[config.mk]
export PLATFORM = sky130hd
export DESIGN_NAME = fft_magnitude_sq_flat
export DESIGN_NICKNAME = d
export VERILOG_FILES = /design/src/rtl/fft_mag_pkg.sv /design/src/rtl/axis_if.sv /design/src/rtl/fft_mag_sq_pipe.sv /design/src/rtl/fft_magnitude_sq.sv /design/src/flat_wrapper.sv
export SDC_FILE = /design/constraint.sdc
export NUM_CORES = 2
export LEC_CHECK = 0
export ABC_AREA = 1
export BUFFER_PORTS_ARGS = -buffer_cell sky130_fd_sc_hd__buf_2
export CAP_MARGIN = 5
export CORE_UTILIZATION = 45
export DETAILED_ROUTE_END_ITERATION = 7
export PLACE_DENSITY_LB_ADDON = 0.12
export SLEW_MARGIN = 5
export SYNTH_ARGS = -nofsm -noshare
export SYNTH_HDL_FRONTEND = slang
export SYNTH_HIERARCHICAL = 1
export SYNTH_SLANG_ARGS = --single-unit
export TNS_END_PERCENT = 30
[constraint.sdc]
create_clock -name clk -period 9.8 [get_ports clk]
set_input_delay 1.96 -clock clk [delete_from_list [all_inputs] [get_ports clk]]
set_output_delay 1.96 -clock clk [all_outputs]
set_load 0.005 [all_outputs]
[src/rtl/fft_mag_pkg.sv]
// Shared constants and types for the FFT squared-magnitude stage.
package fft_mag_pkg;

    localparam int FFT_N = 1024;
    localparam int IW    = 24;
    localparam int BIN_W = $clog2(FFT_N);

    typedef logic signed [IW-1:0] cplx_comp_t;
    typedef logic [2*IW-1:0]      mag_t;
    typedef logic [BIN_W-1:0]     bin_t;

    localparam bin_t LAST_BIN = bin_t'(FFT_N - 1);

endpackage

[src/rtl/axis_if.sv]
// Minimal AXI-stream style bundle. A beat transfers on a clock edge where valid && ready;
// the master holds valid and data steady until that edge, and ready may depend on valid.
interface Axis_If #(
    parameter int W = 48
);
    logic         valid;
    logic         ready;
    logic [W-1:0] data;

    modport Master (output valid, output data, input ready);
    modport Slave  (input valid, input data, output ready);
endinterface

[src/rtl/fft_mag_sq_pipe.sv]
// Three-stage re^2 + im^2 datapath with a shared stall; bin index and error flag ride along
// with each beat so they emerge aligned with its magnitude.
import fft_mag_pkg::*;

module fft_mag_sq_pipe (
    input  logic       clk,
    input  logic       reset,
    input  logic       in_valid,
    output logic       in_ready,
    input  cplx_comp_t in_re,
    input  cplx_comp_t in_im,
    input  bin_t       in_bin,
    input  logic       in_err,
    output logic       out_valid,
    input  logic       out_ready,
    output mag_t       out_mag,
    output bin_t       out_bin,
    output logic       out_err
);

    logic       advance;

    logic       s1_valid_q, s1_valid_d;
    cplx_comp_t s1_re_q, s1_re_d;
    cplx_comp_t s1_im_q, s1_im_d;
    bin_t       s1_bin_q, s1_bin_d;
    logic       s1_err_q, s1_err_d;

    logic       s2_valid_q, s2_valid_d;
    mag_t       s2_re_sq_q, s2_re_sq_d;
    mag_t       s2_im_sq_q, s2_im_sq_d;
    bin_t       s2_bin_q, s2_bin_d;
    logic       s2_err_q, s2_err_d;

    logic       s3_valid_q, s3_valid_d;
    mag_t       s3_mag_q, s3_mag_d;
    bin_t       s3_bin_q, s3_bin_d;
    logic       s3_err_q, s3_err_d;

    logic signed [2*IW-1:0] re_ext, im_ext, re_sq, im_sq;

    // Whole pipe moves together: it only stalls when the output beat is held by the sink.
    assign advance  = !s3_valid_q || out_ready;
    assign in_ready = advance;

    // Squares are non-negative and at most 2^(2IW-2), so the sum below cannot overflow 2IW bits.
    assign re_ext = {{IW{s1_re_q[IW-1]}}, s1_re_q};
    assign im_ext = {{IW{s1_im_q[IW-1]}}, s1_im_q};
    assign re_sq  = re_ext * re_ext;
    assign im_sq  = im_ext * im_ext;

    always_comb begin
        s1_valid_d = s1_valid_q;
        s1_re_d    = s1_re_q;
        s1_im_d    = s1_im_q;
        s1_bin_d   = s1_bin_q;
        s1_err_d   = s1_err_q;
        s2_valid_d = s2_valid_q;
        s2_re_sq_d = s2_re_sq_q;
        s2_im_sq_d = s2_im_sq_q;
        s2_bin_d   = s2_bin_q;
        s2_err_d   = s2_err_q;
        s3_valid_d = s3_valid_q;
        s3_mag_d   = s3_mag_q;
        s3_bin_d   = s3_bin_q;
        s3_err_d   = s3_err_q;
        if (advance) begin
            s1_valid_d = in_valid;
            s1_re_d    = in_re;
            s1_im_d    = in_im;
            s1_bin_d   = in_bin;
            s1_err_d   = in_err;
            s2_valid_d = s1_valid_q;
            s2_re_sq_d = mag_t'(re_sq);
            s2_im_sq_d = mag_t'(im_sq);
            s2_bin_d   = s1_bin_q;
            s2_err_d   = s1_err_q;
            s3_valid_d = s2_valid_q;
            s3_mag_d   = s2_re_sq_q + s2_im_sq_q;
            s3_bin_d   = s2_bin_q;
            s3_err_d   = s2_err_q;
        end
    end

    always_ff @(posedge clk) begin
        if (reset) begin
            s1_valid_q <= 1'b0;
            s1_re_q    <= '0;
            s1_im_q    <= '0;
            s1_bin_q   <= '0;
            s1_err_q   <= 1'b0;
            s2_valid_q <= 1'b0;
            s2_re_sq_q <= '0;
            s2_im_sq_q <= '0;
            s2_bin_q   <= '0;
            s2_err_q   <= 1'b0;
            s3_valid_q <= 1'b0;
            s3_mag_q   <= '0;
            s3_bin_q   <= '0;
            s3_err_q   <= 1'b0;
        end else begin
            s1_valid_q <= s1_valid_d;
            s1_re_q    <= s1_re_d;
            s1_im_q    <= s1_im_d;
            s1_bin_q   <= s1_bin_d;
            s1_err_q   <= s1_err_d;
            s2_valid_q <= s2_valid_d;
            s2_re_sq_q <= s2_re_sq_d;
            s2_im_sq_q <= s2_im_sq_d;
            s2_bin_q   <= s2_bin_d;
            s2_err_q   <= s2_err_d;
            s3_valid_q <= s3_valid_d;
            s3_mag_q   <= s3_mag_d;
            s3_bin_q   <= s3_bin_d;
            s3_err_q   <= s3_err_d;
        end
    end

    assign out_valid = s3_valid_q;
    assign out_mag   = s3_mag_q;
    assign out_bin   = s3_bin_q;
    assign out_err   = s3_err_q;

endmodule

[src/rtl/fft_magnitude_sq.sv]
// Complex FFT stream to squared-magnitude stream with bin numbering and tlast checking.
// Optional FFT_MAG_PEAK_EN adds a per-frame peak (max magnitude, lowest bin on ties) report.
import fft_mag_pkg::*;

module fft_magnitude_sq (
    input  logic   clk,
    input  logic   reset,
    Axis_If.Slave  fft_in,
    input  logic   fft_in_last,
    Axis_If.Master mag,
    output logic   mag_last,
    output bin_t   mag_bin,
    output logic   frame_err
`ifdef FFT_MAG_PEAK_EN
    ,
    output mag_t   peak_mag,
    output bin_t   peak_bin,
    output logic   peak_valid
`endif
);

    bin_t       bin_cnt_q, bin_cnt_d;
    logic       accept;
    logic       at_end;
    logic       in_err;
    cplx_comp_t in_re, in_im;
    logic       pipe_in_ready;
    logic       pipe_out_valid;
    mag_t       pipe_out_mag;
    bin_t       pipe_out_bin;
    logic       pipe_out_err;

    assign in_re  = fft_in.data[IW-1:0];
    assign in_im  = fft_in.data[2*IW-1:IW];
    assign accept = fft_in.valid && pipe_in_ready;
    assign at_end = (bin_cnt_q == LAST_BIN);
    // Any disagreement between the core's tlast and our count is an error; either way we restart at 0.
    assign in_err = (fft_in_last != at_end);

    always_comb begin
        bin_cnt_d = bin_cnt_q;
        if (accept) begin
            if (fft_in_last || at_end) begin
                bin_cnt_d = '0;
            end else begin
                bin_cnt_d = bin_cnt_q + bin_t'(1);
            end
        end
    end

    always_ff @(posedge clk) begin
        if (reset) begin
            bin_cnt_q <= '0;
        end else begin
            bin_cnt_q <= bin_cnt_d;
        end
    end

    fft_mag_sq_pipe u_pipe (
        .clk       (clk),
        .reset     (reset),
        .in_valid  (fft_in.valid),
        .in_ready  (pipe_in_ready),
        .in_re     (in_re),
        .in_im     (in_im),
        .in_bin    (bin_cnt_q),
        .in_err    (in_err),
        .out_valid (pipe_out_valid),
        .out_ready (mag.ready),
        .out_mag   (pipe_out_mag),
        .out_bin   (pipe_out_bin),
        .out_err   (pipe_out_err)
    );

    assign fft_in.ready = pipe_in_ready;
    assign mag.valid    = pipe_out_valid;
    assign mag.data     = pipe_out_mag;
    assign mag_bin      = pipe_out_bin;
    assign mag_last     = (pipe_out_bin == LAST_BIN);
    assign frame_err    = pipe_out_valid && mag.ready && pipe_out_err;

`ifdef FFT_MAG_PEAK_EN
    logic mag_hs;
    mag_t run_max_q, run_max_d;
    bin_t run_bin_q, run_bin_d;
    mag_t peak_mag_q, peak_mag_d;
    bin_t peak_bin_q, peak_bin_d;
    logic peak_valid_q, peak_valid_d;
    mag_t base_max, cand_max;
    bin_t base_bin, cand_bin;

    assign mag_hs = pipe_out_valid && mag.ready;

    // Bin 0 starts a new frame, so the running max is compared against zero there.
    always_comb begin
        base_max     = (pipe_out_bin == '0) ? '0 : run_max_q;
        base_bin     = (pipe_out_bin == '0) ? '0 : run_bin_q;
        cand_max     = base_max;
        cand_bin     = base_bin;
        if ((pipe_out_bin == '0) || (pipe_out_mag > base_max)) begin
            cand_max = pipe_out_mag;
            cand_bin = pipe_out_bin;
        end
        run_max_d    = run_max_q;
        run_bin_d    = run_bin_q;
        peak_mag_d   = peak_mag_q;
        peak_bin_d   = peak_bin_q;
        peak_valid_d = 1'b0;
        if (mag_hs) begin
            run_max_d = cand_max;
            run_bin_d = cand_bin;
            if (mag_last) begin
                peak_mag_d   = cand_max;
                peak_bin_d   = cand_bin;
                peak_valid_d = 1'b1;
            end
        end
    end

    always_ff @(posedge clk) begin
        if (reset) begin
            run_max_q    <= '0;
            run_bin_q    <= '0;
            peak_mag_q   <= '0;
            peak_bin_q   <= '0;
            peak_valid_q <= 1'b0;
        end else begin
            run_max_q    <= run_max_d;
            run_bin_q    <= run_bin_d;
            peak_mag_q   <= peak_mag_d;
            peak_bin_q   <= peak_bin_d;
            peak_valid_q <= peak_valid_d;
        end
    end

    assign peak_mag   = peak_mag_q;
    assign peak_bin   = peak_bin_q;
    assign peak_valid = peak_valid_q;
`endif

endmodule

[src/flat_wrapper.sv]
// flat-port wrapper written by rule: the top's interface ports become plain ports
module fft_magnitude_sq_flat 
  (clk, reset, fft_in_last, mag_last, mag_bin, frame_err, fft_in_valid, fft_in_data, fft_in_ready, mag_valid, mag_data, mag_ready);
  Axis_If #(.W(2*IW)) fft_in_i ();
  Axis_If #(.W(2*IW)) mag_i ();
  input  logic clk;
  input  logic reset;
  input  logic fft_in_last;
  output logic mag_last;
  output bin_t mag_bin;
  output logic frame_err;
  input wire logic [$bits(fft_in_i.valid)-1:0] fft_in_valid;
  input wire logic [$bits(fft_in_i.data)-1:0] fft_in_data;
  output wire logic [$bits(fft_in_i.ready)-1:0] fft_in_ready;
  output wire logic [$bits(mag_i.valid)-1:0] mag_valid;
  output wire logic [$bits(mag_i.data)-1:0] mag_data;
  input wire logic [$bits(mag_i.ready)-1:0] mag_ready;
  assign fft_in_i.valid = fft_in_valid;
  assign fft_in_i.data = fft_in_data;
  assign fft_in_ready = fft_in_i.ready;
  assign mag_valid = mag_i.valid;
  assign mag_data = mag_i.data;
  assign mag_i.ready = mag_ready;
  fft_magnitude_sq u_core (.clk(clk), .reset(reset), .fft_in(fft_in_i), .fft_in_last(fft_in_last), .mag(mag_i), .mag_last(mag_last), .mag_bin(mag_bin), .frame_err(frame_err));
endmodule
==> results.ini <==
[run_status]
status=finished clean

[grt]
grt_util_met3_pct=3.05
grt_overflow_total=0
grt_use_total_pct=27.2
grt.busiest_layer=met2
grt_pass1_vias=45103
grt_max_degree=147
grt_pass1_wl_um=254000
grt_antenna_before_repair=7
grtUsageMet1_pct=38.9
met2_usage_pct=44.1

[floorplanning]
rows=126
start_util_pct=45.5
die_x_um=348
io_pins=115
coreArea_sq_mm=0.118
dieArea_sq_mm=0.121
die_h_um=348

[yosys]
syn_area_sq_mm=0.0539
synth_nets=8655
synth_warnings=6
ys_ff_latch=236
synth_cell_types=40
synth.avg_cell_area_sq_um=7.53
synthTopCellsByArea=fa_1 41%, inv_1 15%, nand2_1 12%
synth-adder-area-share_pct=49.1
synth_mux_area_share_pct=0
yosys.area.top_type=fa_1
synth_xor_area_share_pct=1.20
synthArstFlopShare_pct=0
synthCells=7154
synth_edf_count=0
synth_top_area_share_pct=41.3
synth_top_family_by_area=adder cells
ys_seq_area_share_pct=8.77
synth.most_common_cell=inv_1
synth_commonest_cells=2212 x inv_1, 1666 x nand2_1, 1111 x fa_1
synth_compound_area_share_pct=5.29
yosys.area_share.simple_pct=18.7
synth_ff_type=dfxtp_1

[worst_setup_path]
r2r-start=u_core/u_pipe/s1_im_q[8]
cp-start-kind=register
reg2reg_depth=22
crit_type=reg -> reg
worstPathRequired_ns=10.32
crit_fanout=17
crit_path_end_kind=register
rrSetupSlack_ns=2.29
r2r_end=u_core/u_pipe/s2_im_sq_q[38]
cp.arrival_ns=8.02

[clock_network]
htreeDepth=2
root_buffer=clkbuf_16
cts_tree=done
cts_setup_buffers=0
postCtsHoldBufs=0
clk_pin_slew_ns=0.06
cts.path.max_buffers=3
cts.sinks=236
insertion_delay_ns=0.64
cts_buffers=37
cts_resized=0

[final_layout]
drive_above_1_share_pct=4.94
nets=8664
post-route-cell-area_sq_mm=0.0575
area_delta_synth_final_pct=6.62
n_antenna_cell=0

[timing]
clock.fmax_mhz=133
period_share_pct=76.6
grt_setup_unrepaired=false
tightest_slew_ns=1.01
maxSlewHeadroom_pct=32.2
clock_skew_ns=0.0526
hold_viol=0
min_period_ns=7.51
finalMaxSlewViolations=0
setup_viol_count_final=0
setup_tns_ns=0

[min_path]
hold_class=reg -> reg
worstHoldStart=u_core/bin_cnt_q[8]
hold_depth=2
hold_end=u_core/bin_cnt_q[8]

[placement]
port_buffers=114
place_congestion=0.974
placed_area_sq_mm=0.0562
dp.final_hpwl_um=134000

[drt]
viasPerCell=4.82
first_pass_iters=8
num_vias=42371
wl_per_cell_um=17.9
ant_nets=0
wirelength_um=157000
drt-initial-drc-count=2583
route.detailed.drc=0

[power_and_ir_drop]
power_density_mw_per_mm2=327
leakage_uw=0.0347
irDropWorstVdd_mv=0.247

[flow_run]
drv_cap=0

state kept, by name, indices dropped and copies added (netlist names), 10 cells and up:
name	flops
u_core/u_pipe/out_mag	48
u_core/u_pipe/s2_im_sq_q	47
u_core/u_pipe/s2_re_sq_q	47
u_core/u_pipe/s1_im_q	24
u_core/u_pipe/s1_re_q	24
u_core/bin_cnt_q	10
u_core/u_pipe/out_bin	10
u_core/u_pipe/s1_bin_q	10
u_core/u_pipe/s2_bin_q	10
worst max-delay path by stage:
stage / startpoint / cells past startpoint / endpoint
after global placement: u_core/u_pipe/s1_im_q[4] / 21 / u_core/u_pipe/s2_im_sq_q[43]
after floorplan: u_core/u_pipe/s1_im_q[23] / 27 / u_core/u_pipe/s2_im_sq_q[47]
after CTS: u_core/u_pipe/s1_im_q[23] / 22 / u_core/u_pipe/s2_im_sq_q[43]
final: u_core/u_pipe/s1_im_q[8] / 22 / u_core/u_pipe/s2_im_sq_q[38]
after detailed placement: u_core/u_pipe/s1_im_q[23] / 22 / u_core/u_pipe/s2_im_sq_q[43]
after global routing: u_core/u_pipe/s1_im_q[23] / 22 / u_core/u_pipe/s2_im_sq_q[38]
power by group:
group	internal (uW)	switching, uW
clock	826	636
sequential	1260	268
combinational	5240	10500
total	7330	11400
critical path: stages, from the launching register on:
cell     delay [ns]
dfxtp_1        0.96
buf_4          0.32
nand2_1        0.07
inv_1          0.08
fa_1           0.45
inv_1          0.21
fa_1           0.49
fa_1           0.71
inv_1          0.29
fa_1           0.52
fa_1           0.56
fa_1           0.43
fa_1           0.45
ha_1           0.39
nand2_1        0.13
nor2_1         0.33
nand2_1        0.17
nor3_1         0.29
nand3_1        0.19
nand4_1        0.13
nand3_1        0.09
nand2_1        0.09
inv_1          0.04
per-stage QoR:
stage	std cells	util (%)	hold slack, ns	power (uW)	setup WS [ns]
final	8789	48.5	0.465	18800	2.29
after global routing	8789	48.5	0.484	21000	1.84
after CTS	8789	48.5	0.469	18800	2.28
after detailed placement	8724	47.5	0.461	17200	2.32
after global placement	8724	47.5	0.456	17200	2.37
after floorplan	7154	-	0.430	12100	3.25
final cells by class:
| type | instances | area, sq um |
|---|---|---|
| Multi-Input combinational cell | 4490 | 40000 |
| Sequential cell | 236 | 4720 |
| Inverter | 2223 | 8360 |
| Fill cell | 12059 | 60900 |
| Clock inverter | 22 | 317 |
| Tap cell | 1600 | 2000 |
| Timing Repair Buffer | 175 | 1050 |
| Clock buffer | 43 | 958 |
cells in the final DEF, fill, tap and decap left out, types with 7 or more instances in the layout:
cell | synthesis | final
o21ai_0 | 255 | 255
xor2_1 | 52 | 52
nand2_1 | 1666 | 1666
a21o_1 | 11 | 11
nand3_2 | 10 | 10
fa_1 | 1111 | 1111
dfxtp_1 | 236 | 236
nand4_1 | 49 | 49
clkbuf_16 | 0 | 37
nand3_1 | 196 | 196
o211ai_1 | 9 | 9
inv_1 | 2212 | 2211
nor2_4 | 8 | 9
nor2_2 | 28 | 27
ha_1 | 337 | 337
nand2_4 | 7 | 7
xnor2_1 | 22 | 22
o21bai_1 | 74 | 74
nor3_2 | 9 | 9
nor3_1 | 11 | 11
inv_2 | 8 | 7
buf_2 | 9 | 114
nor2_1 | 417 | 417
buf_4 | 0 | 59
a21oi_1 | 148 | 148
nand2_2 | 31 | 31
cells by family after synthesis:
| kind of cell | Yosys count |
|---|---|
| AND/OR/NAND/NOR | 2456 |
| buffers and inverters | 2428 |
| adder cells (fa/ha/maj) | 1448 |
| AO/OA/AOI/OAI | 512 |
| flip-flops | 236 |
| XOR/XNOR | 74 |
metal layers:
metal  routed length, um  share of wire (%)
met1               73000                 46
met2               72100                 46
met3                7930                5.0
met4                4100                2.6
met5                  13             0.0083
Power figures use the tool's default switching activity.
